**config.mk**
```make
export PLATFORM = sky130hd
export DESIGN_NAME = fifo_sync
export DESIGN_NICKNAME = d
export VERILOG_FILES = /design/src/rtl/fifo_sync.sv
export SDC_FILE = /design/constraint.sdc
export NUM_CORES = 1
export LEC_CHECK = 0
export ABC_AREA = 1
export BUFFER_PORTS_ARGS = -buffer_cell sky130_fd_sc_hd__clkbuf_2
export CAP_MARGIN = 20
export CORE_ASPECT_RATIO = 1.2
export CORE_MARGIN = 2
export CORE_UTILIZATION = 56
export DETAILED_ROUTE_END_ITERATION = 10
export HOLD_SLACK_MARGIN = 0.08
export PLACE_DENSITY = 0.77
export SYNTH_ARGS = -nofsm -noshare
export SYNTH_HDL_FRONTEND = slang
export SYNTH_SLANG_ARGS = --single-unit
```
**constraint.sdc**
```tcl
create_clock -name clk_i -period 1.7 [get_ports clk_i]
set_input_delay 0.085 -clock clk_i [delete_from_list [all_inputs] [get_ports clk_i]]
set_output_delay 0.085 -clock clk_i [all_outputs]
set_load 0.05 [all_outputs]
```
**src/rtl/fifo_sync.sv**
```systemverilog
`default_nettype none
// ============================================================================
// Module   : fifo_sync
// Synchronous FIFO, registered read data, wrap-bit pointers for full/empty.
// Revision : 1.0
// ============================================================================
module fifo_sync #(
  parameter int DATA_WIDTH = 8,
  parameter int ADDR_BITS  = 4
) (
  input  logic                  clk_i,
  input  logic                  resetn_i,
  input  logic [DATA_WIDTH-1:0] data_in,
  input  logic                  w_en,
  input  logic                  r_en,
  output logic [DATA_WIDTH-1:0] data_out,
  output logic                  fifo_empty,
  output logic                  fifo_full
);

  localparam int              DEPTH   = 2 ** ADDR_BITS;
  localparam logic [ADDR_BITS:0] PTR_ONE = {{ADDR_BITS{1'b0}}, 1'b1};

  logic [DATA_WIDTH-1:0] fifo_mem_reg [DEPTH];
  logic [ADDR_BITS:0]    w_ptr_r;
  logic [ADDR_BITS:0]    r_ptr_r;
  logic [ADDR_BITS:0]    w_ptr_d;
  logic [ADDR_BITS:0]    r_ptr_d;
  logic [DATA_WIDTH-1:0] data_out_d;
  logic                  w_en_r;
  logic                  r_en_r;

  // Same slot with opposite wrap bits means the writer is a full lap ahead.
  assign fifo_empty = (w_ptr_r == r_ptr_r);
  assign fifo_full  = (w_ptr_r[ADDR_BITS] != r_ptr_r[ADDR_BITS]) &&
                      (w_ptr_r[ADDR_BITS-1:0] == r_ptr_r[ADDR_BITS-1:0]);

  assign r_en_r = r_en & ~fifo_empty;
  assign w_en_r = w_en & (~fifo_full | r_en_r);

  always_comb begin
    w_ptr_d    = w_ptr_r;
    r_ptr_d    = r_ptr_r;
    data_out_d = data_out;
    if (w_en_r) begin
      w_ptr_d = w_ptr_r + PTR_ONE;
    end
    if (r_en_r) begin
      r_ptr_d    = r_ptr_r + PTR_ONE;
      data_out_d = fifo_mem_reg[r_ptr_r[ADDR_BITS-1:0]];
    end
  end

  always_ff @(posedge clk_i or negedge resetn_i) begin
    if (!resetn_i) begin
      w_ptr_r  <= '0;
      r_ptr_r  <= '0;
      data_out <= '0;
    end else begin
      w_ptr_r  <= w_ptr_d;
      r_ptr_r  <= r_ptr_d;
      data_out <= data_out_d;
    end
  end

  // Storage is deliberately left unreset; emptiness hides stale words.
  always_ff @(posedge clk_i) begin
    if (w_en_r) begin
      fifo_mem_reg[w_ptr_r[ADDR_BITS-1:0]] <= data_in;
    end
  end

endmodule
`default_nettype wire

```
==> summary.txt <==
Power
  – Clock share of power: 27.9%
  – Sw Ratio: between 30% and 40%
  – Internal power: about 8.6 mW
  – P_leak: ~3.6 nW
  – Combinational share of power: between 30% and 40%
  – Sequential share of power: between 30% and 40%
  – Switching Power: a little over 5 mW
  – Tot Pwr: 13.83 mW
  – Power Density: ~1700 mW/mm²
  – IR drop worst, VDD: 1.160 mV

Critical path
  – Max stage delay on crit path: around 400 ps
  – CP Capture Type: primary output
  – CP max FO: 3
  – Worst setup SP type: flip-flop
  – CP Data Arrival Time: roughly 1600 ps
  – WP data required: ~1600 ps
  – CP most frequent cell: nand2_1
  – CP Cell Sequence: inv_1 -> nand2_1 -> nand2_2 -> nor2_4 -> buf_6 -> nand2_1 -> nor2_2 -> clkbuf_8
  – Slowest-stage cell, CP: dfrtp_1
  – CP Class: reg -> out

Logic synthesis
  – Sequential area share after synthesis: 64.80%
  – Synth Instances: between 700 and 800
  – Yosys reg bits: between 100 and 150
  – Warning count from the yosys run: 0
  – Top FF cell, synth: edfxtp_1
  – Yosys top cell area share: around 58%
  – Synth unique cells: 20
  – Synth area leader: edfxtp_1
  – Post-Syn Area: 0.006626 mm²
  – Post-synth EDFFs: 128
  – Share of synthesized registers carrying an async set or reset: between 10% and 20%
  – Mean Syn Cell Area: 9.453 µm²
  – Synthesized Nets: a little over 700
  – Cell with the most instances after synthesis: nand2_1
  – Post-synth top cells: nand2_1 (266), inv_1 (129), edfxtp_1 (128), nand3_1 (88), nor2_1 (22)
  – Ranking of synthesized cells by area: edfxtp_1 (58%), nand2_1 (15%), inv_1 (7.3%)

Cells and area
  – Layout area overhead: 20.17%
  – Number of flip-flops in the largest register: between 100 and 150
  – Share of post-route cells with drive strength above 1: between 15 and 20%
  – # diodes: 0
  – Post-Route Utilization: roughly 69%
  – Final nets: about 770
  – Layout Cell Area excl Fill: roughly 0.008 mm²

Clocking
  – Clock latency on the worst-skew pair: 430 ps
  – TritonCTS Sinks: ~150
  – CTS Buf Count: 17
  – Root Buffer: clkbuf_16
  – Reg clk slew, reported paths: around 70 ps
  – CTS max path bufs: 2
  – Htree depth: 4
  – Clock tree from TritonCTS: built

GRT
  – Gr ovfl total: 0
  – M1 GR Usage: 33.18%
  – First-pass GRT wire length: around 23 mm
  – GRT met3 Usage: under 10%
  – Pin count of the biggest net entering global routing: between 50 and 60
  – Total GRT Usage: about a quarter
  – GR Util met2: 40.95%
  – Initial antenna violation count: 0
  – Global route hottest layer: met2
  – Vias in the first global route: about 4600

Run status
  – Status: complete, but fails checks
  – Failing checks: setup timing

Route
  – Routed vias: around 4900
  – TritonRoute pass-1 iters: 5
  – DR DRC count: 0
  – Starting DRT DRC Count: around 550
  – Wire per inst: ~17 µm
  – Vias/cell: about 5.3
  – Drt total wl: about 16 mm
  – Final ANT Viol Nets: 0

Run
  – Max-cap violations: 0

STA
  – Setup violators final: 1
  – Setup WS post-layout: -23.99 ps
  – Count of final hold-check violations: 0
  – Worst Tran Pin Value: ~500 ps
  – Min cycle time layout: roughly 1700 ps
  – Highest Clock Rate: 580.1 MHz
  – RSZ-0062 raised after global routing: yes
  – Final slew viol count: 0
  – Worst slew margin: between 60% and 70%
  – Period utilisation layout: 101.4%
  – Setup Skew: approximately 12 ps
  – Setup TNS: -23.99 ps

Floorplanning
  – Die Span Y: around 120 µm
  – IO Pins: 22
  – DIE WIDTH: 103.3 µm
  – Core Box Area: 0.01157 mm²
  – Site Rows: 43
  – Starting Density: a little under three fifths
  – Die ar.: roughly 0.013 mm²

Hold path
  – Hold/Removal Path Class: in -> reg

Placement
  – Number of buffers added on ports: 21
  – Post-DP HPWL: 9.508 mm
  – Routability Congestion: slightly below 1
  – Placement Cell Area: 0.007121 mm²
-- repair_timing --
item                                    in CTS  in global routing
pin swaps                                    1                  2
hold buffers                                 2                  0
endpoints found under the setup margin      66                134
endpoints found under the hold margin       23                  0
gates resized for setup                     14                 16
cloned                                       0                  3
setup buffers                                0                  1
-- cells by family (layout without fill, tap and decap cells) --
family | Yosys count | count (layout) | synth area share, %
fa+ha+maj | 5 | 5 | 0.9441
simple gates | 379 | 379 | 23.34
compound gates | 1 | 1 | 0.07546
buf+inv | 161 | 224 | 9.649
flops | 146 | 146 | 64.80
xor+xnor | 9 | 9 | 1.189
-- power by group through the flow --
stage | logic (mW) | registers (mW) | clock network [mW]
2_1_floorplan | 2.93 | 4.94 | 0
3_3_place_gp | 4.69 | 4.61 | 0
3_5_place_dp | 4.76 | 4.63 | 0
4_1_cts | 4.93 | 4.57 | 3.87
5_1_grt | 5.87 | 4.61 | 4.02
6_report | 5.39 | 4.58 | 3.86
-- per-layer routing --
metal  wire (µm)  up-vias  part of all wire (%)
met5           0        -                     0
li1            -     2284                     -
met3        1261       53                   8.1
met4         695        0                   4.4
met1        5776     2283                    37
met2        7928      230                    51
-- placed cells by master, fill, tap and decap left out, drive strengths merged, types with 2 or more instances in the layout --
cell           n
nand3         88
edfxtp       128
clkbuf        41
bufinv         4
clkinvlp       3
buf           33
ha             5
dlygate4sd3    2
clkinv         7
inv          134
nand2        267
nor2          23
xor2           5
dfrtp         18
xnor2          4
-- final cells by class --
cell class                 instances  area [µm²]
sequential                       146        4297
fill                             769        3605
multi-input combinational        394        1848
timing repair buffer              58       503.0
inverter                         134       503.0
clock buffer                      18       429.2
tap                              157       196.4
clock inverter                    14       186.4
-- critical path, delay by kind of cell, from the launching register on --
kind	cells	cell delay (ps)
DFF	1	390
and+or+nand+nor	5	450
buffers and inverters	3	380
-- metrics by stage --
stage                     hold slack (ps)  setup WS [ps]  cells
after floorplan                    -210.6         -70.04    701
after global placement              37.25          4.184    883
after detailed placement            49.69         -64.58    883
after CTS                           80.69         -43.53    917
after global routing                129.2         -96.80    921
final                               87.04         -23.99    921
-- path summary, 6_finish.rpt --
path,startpoint,to,slack [ps],cells past startpoint
setup / recovery,w_ptr_r[1],fifo_full,-20,8
min in group asynchronous,resetn_i,data_out[0],130,2
hold reg to reg,data_out[0],data_out[0],480,2
setup reg to reg,w_ptr_r[1],fifo_mem_reg[1][7],20,8
hold / removal,r_en,data_out[7],90,5
max in group asynchronous,resetn_i,r_ptr_r[1],1220,2
Note: power is estimated with default switching activity, not from simulation.
